**src/rtl/uart_pkg.sv**
```systemverilog
// Shared UART definitions: receiver/transmitter FSM states, baud divider
// calculation and legal parameter ranges.
package uart_pkg;

  typedef enum logic [2:0] {
    ST_IDLE,
    ST_START,
    ST_DATA,
    ST_PARITY,
    ST_STOP
  } uart_rx_state_e;

  localparam int OS_MIN        = 8;
  localparam int OS_MAX        = 32;
  localparam int DATA_BITS_MIN = 5;
  localparam int DATA_BITS_MAX = 9;
  localparam int STOP_BITS_MAX = 2;
  localparam int DIV_MIN       = 2;

  function automatic int uart_div(input int clk_freq, input int baud, input int os);
    return clk_freq / (baud * os);
  endfunction

endpackage

```
**src/rtl/uart_baud_tick.sv**
```systemverilog
// Oversampling tick generator: one-clk tick every DIV clocks, with a
// synchronous clear to re-phase the count against an external event.
module uart_baud_tick
  import uart_pkg::*;
#(
  parameter int DIV = 10
) (
  input  logic clk_i,
  input  logic rst_i,
  input  logic clear_i,
  output logic tick_o
);

  localparam int CNT_W = (DIV > 1) ? $clog2(DIV) : 1;
  localparam logic [CNT_W-1:0] CNT_LAST = CNT_W'(DIV - 1);

  if (DIV < DIV_MIN) begin : g_div_chk
    $error("uart_baud_tick: DIV must be at least 2");
  end

  logic [CNT_W-1:0] cnt_q;

  always_ff @(posedge clk_i or posedge rst_i) begin
    if (rst_i) begin
      cnt_q <= '0;
    end else if (clear_i || cnt_q == CNT_LAST) begin
      cnt_q <= '0;
    end else begin
      cnt_q <= cnt_q + 1'b1;
    end
  end

  assign tick_o = (cnt_q == CNT_LAST);

endmodule

```
**src/rtl/uart_rx_os.sv**
```systemverilog
// Oversampling UART receiver with configurable width/stop bits and error flags.
// Optional parity checker is built when UART_RX_PARITY_EN is defined.
module uart_rx_os
  import uart_pkg::*;
#(
  parameter int CLK_FREQ   = 1000000,
  parameter int BAUD_RATE  = 9600,
  parameter int OVERSAMPLE = 16,
  parameter int DATA_BITS  = 8,
  parameter int STOP_BITS  = 1,
  parameter int PARITY_ODD = 0
) (
  input  logic                 clk,
  input  logic                 rst,
  input  logic                 rx,
  output logic [DATA_BITS-1:0] rx_data,
  output logic                 valid,
  output logic                 frame_err,
  output logic                 parity_err,
  output logic                 busy
);

  localparam int DIV  = uart_div(CLK_FREQ, BAUD_RATE, OVERSAMPLE);
  localparam int SC_W = $clog2(OVERSAMPLE);
  localparam logic [SC_W-1:0] SC_HALF = SC_W'(OVERSAMPLE / 2 - 1);
  localparam logic [SC_W-1:0] SC_LAST = SC_W'(OVERSAMPLE - 1);
  localparam logic [3:0]      DB_LAST = 4'(DATA_BITS - 1);
  localparam logic [3:0]      SB_LAST = 4'(STOP_BITS - 1);

  if (OVERSAMPLE < OS_MIN || OVERSAMPLE > OS_MAX || (OVERSAMPLE % 2) != 0) begin : g_os_chk
    $error("uart_rx_os: OVERSAMPLE must be even and within 8..32");
  end
  if (DATA_BITS < DATA_BITS_MIN || DATA_BITS > DATA_BITS_MAX) begin : g_db_chk
    $error("uart_rx_os: DATA_BITS must be within 5..9");
  end
  if (STOP_BITS < 1 || STOP_BITS > STOP_BITS_MAX) begin : g_sb_chk
    $error("uart_rx_os: STOP_BITS must be 1 or 2");
  end
  if (PARITY_ODD != 0 && PARITY_ODD != 1) begin : g_par_chk
    $error("uart_rx_os: PARITY_ODD must be 0 or 1");
  end

  logic sync1_q, sync2_q, prev_q;
  logic fall, tick, tick_clear;

  always_ff @(posedge clk or posedge rst) begin
    if (rst) begin
      sync1_q <= 1'b1;
      sync2_q <= 1'b1;
      prev_q  <= 1'b1;
    end else begin
      sync1_q <= rx;
      sync2_q <= sync1_q;
      prev_q  <= sync2_q;
    end
  end

  uart_rx_state_e         state_q;
  logic [SC_W-1:0]        sc_q, sc_d;
  logic [3:0]             bc_q;
  logic [DATA_BITS-1:0]   shift_q, shift_d;
  logic                   frm_err_q;
  logic [DATA_BITS-1:0]   rx_data_q;
  logic                   valid_q, frame_err_q;

  assign fall       = prev_q & ~sync2_q;
  assign tick_clear = (state_q == ST_IDLE) && fall;
  assign sc_d       = (sc_q == SC_LAST) ? '0 : sc_q + 1'b1;
  assign shift_d    = {sync2_q, shift_q[DATA_BITS-1:1]};

  uart_baud_tick #(.DIV(DIV)) u_tick (
    .clk_i   (clk),
    .rst_i   (rst),
    .clear_i (tick_clear),
    .tick_o  (tick)
  );

`ifdef UART_RX_PARITY_EN
  localparam logic PAR_ODD = (PARITY_ODD != 0);
  logic par_err_q, parity_err_q;
`endif

  always_ff @(posedge clk or posedge rst) begin
    if (rst) begin
      state_q     <= ST_IDLE;
      sc_q        <= '0;
      bc_q        <= '0;
      shift_q     <= '0;
      frm_err_q   <= 1'b0;
      rx_data_q   <= '0;
      valid_q     <= 1'b0;
      frame_err_q <= 1'b0;
`ifdef UART_RX_PARITY_EN
      par_err_q    <= 1'b0;
      parity_err_q <= 1'b0;
`endif
    end else begin
      valid_q <= 1'b0;
      case (state_q)
        ST_IDLE: begin
          if (fall) begin
            sc_q    <= '0;
            state_q <= ST_START;
          end
        end
        ST_START: begin
          if (tick) begin
            if (sc_q == SC_HALF) begin
              if (sync2_q) begin
                state_q <= ST_IDLE;
              end else begin
                // Re-zero sc so every later wrap lands mid-bit
                sc_q      <= '0;
                bc_q      <= '0;
                frm_err_q <= 1'b0;
`ifdef UART_RX_PARITY_EN
                par_err_q <= 1'b0;
`endif
                state_q   <= ST_DATA;
              end
            end else begin
              sc_q <= sc_d;
            end
          end
        end
        ST_DATA: begin
          if (tick) begin
            sc_q <= sc_d;
            if (sc_q == SC_LAST) begin
              shift_q <= shift_d;
              if (bc_q == DB_LAST) begin
                bc_q <= '0;
`ifdef UART_RX_PARITY_EN
                state_q <= ST_PARITY;
`else
                state_q <= ST_STOP;
`endif
              end else begin
                bc_q <= bc_q + 1'b1;
              end
            end
          end
        end
`ifdef UART_RX_PARITY_EN
        ST_PARITY: begin
          if (tick) begin
            sc_q <= sc_d;
            if (sc_q == SC_LAST) begin
              par_err_q <= sync2_q ^ (^shift_q) ^ PAR_ODD;
              state_q   <= ST_STOP;
            end
          end
        end
`endif
        ST_STOP: begin
          if (tick) begin
            sc_q <= sc_d;
            if (sc_q == SC_LAST) begin
              if (bc_q == SB_LAST) begin
                rx_data_q   <= shift_q;
                frame_err_q <= frm_err_q | ~sync2_q;
`ifdef UART_RX_PARITY_EN
                parity_err_q <= par_err_q;
`endif
                valid_q     <= 1'b1;
                state_q     <= ST_IDLE;
              end else begin
                bc_q      <= bc_q + 1'b1;
                frm_err_q <= frm_err_q | ~sync2_q;
              end
            end
          end
        end
        default: state_q <= ST_IDLE;
      endcase
    end
  end

  assign rx_data   = rx_data_q;
  assign valid     = valid_q;
  assign frame_err = frame_err_q;
  assign busy      = (state_q != ST_IDLE);
`ifdef UART_RX_PARITY_EN
  assign parity_err = parity_err_q;
`else
  assign parity_err = 1'b0;
`endif

endmodule

```
**config.mk**
```make
export PLATFORM = sky130hd
export DESIGN_NAME = uart_rx_os
export DESIGN_NICKNAME = d
export VERILOG_FILES = /design/src/rtl/uart_pkg.sv /design/src/rtl/uart_baud_tick.sv /design/src/rtl/uart_rx_os.sv
export SDC_FILE = /design/constraint.sdc
export NUM_CORES = 1
export LEC_CHECK = 0
export ABC_AREA = 0
export BUFFER_PORTS_ARGS = -buffer_cell sky130_fd_sc_hd__buf_2
export CORE_MARGIN = 4
export CORE_UTILIZATION = 30
export DETAILED_ROUTE_END_ITERATION = 10
export PLACE_DENSITY = 0.5
export SYNTH_ARGS = -nofsm -noshare
export SYNTH_HDL_FRONTEND = slang
export SYNTH_SLANG_ARGS = --single-unit
```
**constraint.sdc**
```tcl
create_clock -name clk -period 4.9 [get_ports clk]
set_input_delay 0.49 -clock clk [delete_from_list [all_inputs] [get_ports clk]]
set_output_delay 0.49 -clock clk [all_outputs]
set_load 0.01 [all_outputs]
```
==> impl_metrics.ini <==
[power_and_ir_drop]
p_leak_nw = 0.9358
peakVddDrop_v = 0.0001548
switching_power_w = 0.0002113
p_int_w = 0.0005165
clockPowerShare = 0.315
p_per_area_nw_per_um2 = 372.1
seqPwrFrac = 0.505
swShare = 0.2903
p_comb_frac = 0.180

[synth]
synthesis.nets = 164
seq_area_frac_synth = 0.5198
ys_warn_count = 0
synth_edf_count = 0
synth_area_leaders = dfrtp_1, mux2_2, dfstp_2
async_reset_ff_frac = 1.000
syn-mean-instance-area_um2 = 11.16
ys.flop_type = dfrtp_1
ys_types = 41
ys_ff_latch = 36
synth_top_area_frac = 0.4745
syn-instance-count = 156
synth_top_area_cell = dfrtp_1
syn-cell-area_um2 = 1740

[final_layout]
final_common_cell = dfrtp_1
fin_util = 0.3508
drive_gt1_frac = 0.2573
layout_common_cells = dfrtp_1, mux2_2, buf_2
fill_cells = 552
antenna_cells = 0
area_delta_synth_final_pct = 12.37
final_nets = 178

[drt]
firstDrtPassIters = 4
routed_wl_um = 3246
wl_per_cell_um = 13.36
vias_per_cell = 4.942
drt-initial-drc-count = 173
vias = 1201
final_antenna_net_count = 0
drc = 0

[timing]
finalCritPeriodShare = 0.4412
finalMaxSlewViolations = 0
hold_violations = 0
fin_setup_tns_ns = 0
period_minus_slack_ns = 2.162
worst_slew_pin_slew_ns = 0.6359
clock_skew_ns = 0.007055
setup_viol = 0
fmax_mhz = 462.6
rsz0062_at_grt = no
relSlewSlack = 0.5752
worst_hold_slack_ns = 0.2937

[global_routing]
antenna_found_initial = 0
grt_pass1_vias = 1271
grt_pass1_wl_um = 5899
grt_usage = 0.1036
grt_max_degree = 37
grt_overflow_total = 0

[clock_network]
postCtsResizedCells = 0
post-cts-setup-buffers = 0
cts-hold-fix-buffers = 0
clk-insertion-delay-late_ns = 0.28
cts_root_buf = clkbuf_8
clkTransAtPathRegs_ns = 0.07
cts_sinks = 36
numCtsBuffers = 5
htree_levels = 2
cts_tree = yes
clockBufferDepth = 2

[worst_setup_path]
startpoint = state_q[1]$_DFFE_PP0P_
worstSetupEndpointType = flop
worstSetupStartpointType = flop
reg2reg_depth = 3
critPathBufInv = 0
critPathKind = reg -> reg
max_stage_delay_ns = 0.59
cpLargestDelayFamily = simple AND/OR/NAND/NOR gates
critPathSlowestCell = nor3b_1
rrSetupSlack_ns = 2.74
worstPathCellList = nor3b_1, nand3_1, mux2_2
arrival_ns = 2.33
reg2reg_to = shift_q[1]$_DFFE_PP0P_
cp.depth = 3
timing.rr.start = state_q[1]$_DFFE_PP0P_
worst-path-max-fanout = 10
cp-endpoint = shift_q[1]$_DFFE_PP0P_
crit_required_ns = 5.07

[floorplanning]
dieArea_um2 = 7084
fp.dieW_um = 84.17
rows = 27
io_pins = 15
coreArea_um2 = 5574
initial_utilization = 0.3122
die_y_um = 84.17

[placement]
place_congestion = 0.8516
dp_hpwl_um = 2404
port_buffers = 13

[worst_hold_path]
hold_path_class = in -> async

[flow_run]
drv_cap = 0

[outcome]
status = complete, no violations
## worst register-to-register path, stage by stage (launching register included)
cell and delay, ns:
dfrtp_1 0.54, nor3b_1 0.59, nand3_1 0.50, mux2_2 0.41
## cells in the mapped netlist (all sizes together), types with 2 or more instances
master / count
mux2: 16
a21boi: 2
ha: 5
nor3: 5
nor2: 9
nand3: 5
buf: 5
nor3b: 4
inv: 10
nand2: 10
o31ai: 2
a211oi: 2
clkbuf: 2
a21o: 2
and3: 3
dfstp: 3
a311oi: 2
dfrtp: 33
a21oi: 6
nand3b: 2
o21ai: 12
nand2b: 2
## cell families (layout without fill, tap and decap cells)
kind of cell / count (synthesis) / after routing / share of synthesized area
other: 1 / 1 / 0.002155
AO/OA/AOI/OAI: 34 / 34 / 0.1323
adder cells (fa/ha/maj): 5 / 5 / 0.03595
multiplexers: 17 / 17 / 0.1093
AND/OR/NAND/NOR: 45 / 45 / 0.1466
flip-flops: 36 / 36 / 0.5198
buffers and inverters: 17 / 32 / 0.04889
XOR/XNOR: 1 / 1 / 0.005033
## how the worst min path moves through the flow
stage / start / endpoint
6_report: rst / sc_q[2]$_DFFE_PP0P_
5_1_grt: rx / sync1_q$_DFF_PP1_
4_1_cts: rx / sync1_q$_DFF_PP1_
3_5_place_dp: sync1_q$_DFF_PP1_ / sync2_q$_DFF_PP1_
3_3_place_gp: sync1_q$_DFF_PP1_ / sync2_q$_DFF_PP1_
2_1_floorplan: sync1_q$_DFF_PP1_ / sync2_q$_DFF_PP1_
## sequential cells by signal, summed over array words and instances (netlist names)
signal and flops:
frame_err 1, frm_err_q 1, shift_q 8, prev_q 1, state_q 3, sc_q 4, sync2_q 1, rx_data 8
valid 1, sync1_q 1, u_tick.cnt_q 3, bc_q 4
## cell type report
class,count,area [um^2],area share
inverter,10,37.54,0.01919
sequential,36,904.6,0.4626
timing repair buffer,14,72.57,0.03711
clock buffer,8,100.1,0.05118
multi-input combinational,103,750.7,0.3839
tap,72,90.09,0.04607
## power groups by stage
stage / clock network [W] / logic, W / registers, W
finish: 0.000229 / 0.000131 / 0.000367
global route: 0.000251 / 0.000150 / 0.000372
CTS: 0.000240 / 0.000133 / 0.000368
detailed placement: 0 / 0.000131 / 0.000373
global placement: 0 / 0.000124 / 0.000371
floorplan: 0 / 0.000121 / 0.000353
## layer usage
layer	GRT usage	wire, um	up-vias
met5	0	0	-
met4	0.03363	59	0
met2	0.1671	1541	37
met1	0.1297	1475	578
met3	0.03631	168	9
li1	-	-	577
## per-stage QoR
step / area, um^2 / cells / setup slack, ns / total power, W
after global routing: 1956 / 243 / 2.602 / 0.0007735
after global placement: 1856 / 235 / 2.838 / 0.0004954
after CTS: 1956 / 243 / 2.791 / 0.0007403
after floorplan: 1740 / 156 / 2.992 / 0.0004743
final: 1956 / 243 / 2.738 / 0.0007278
after detailed placement: 1856 / 235 / 2.815 / 0.0005046
(Power assumes the default switching activity.)
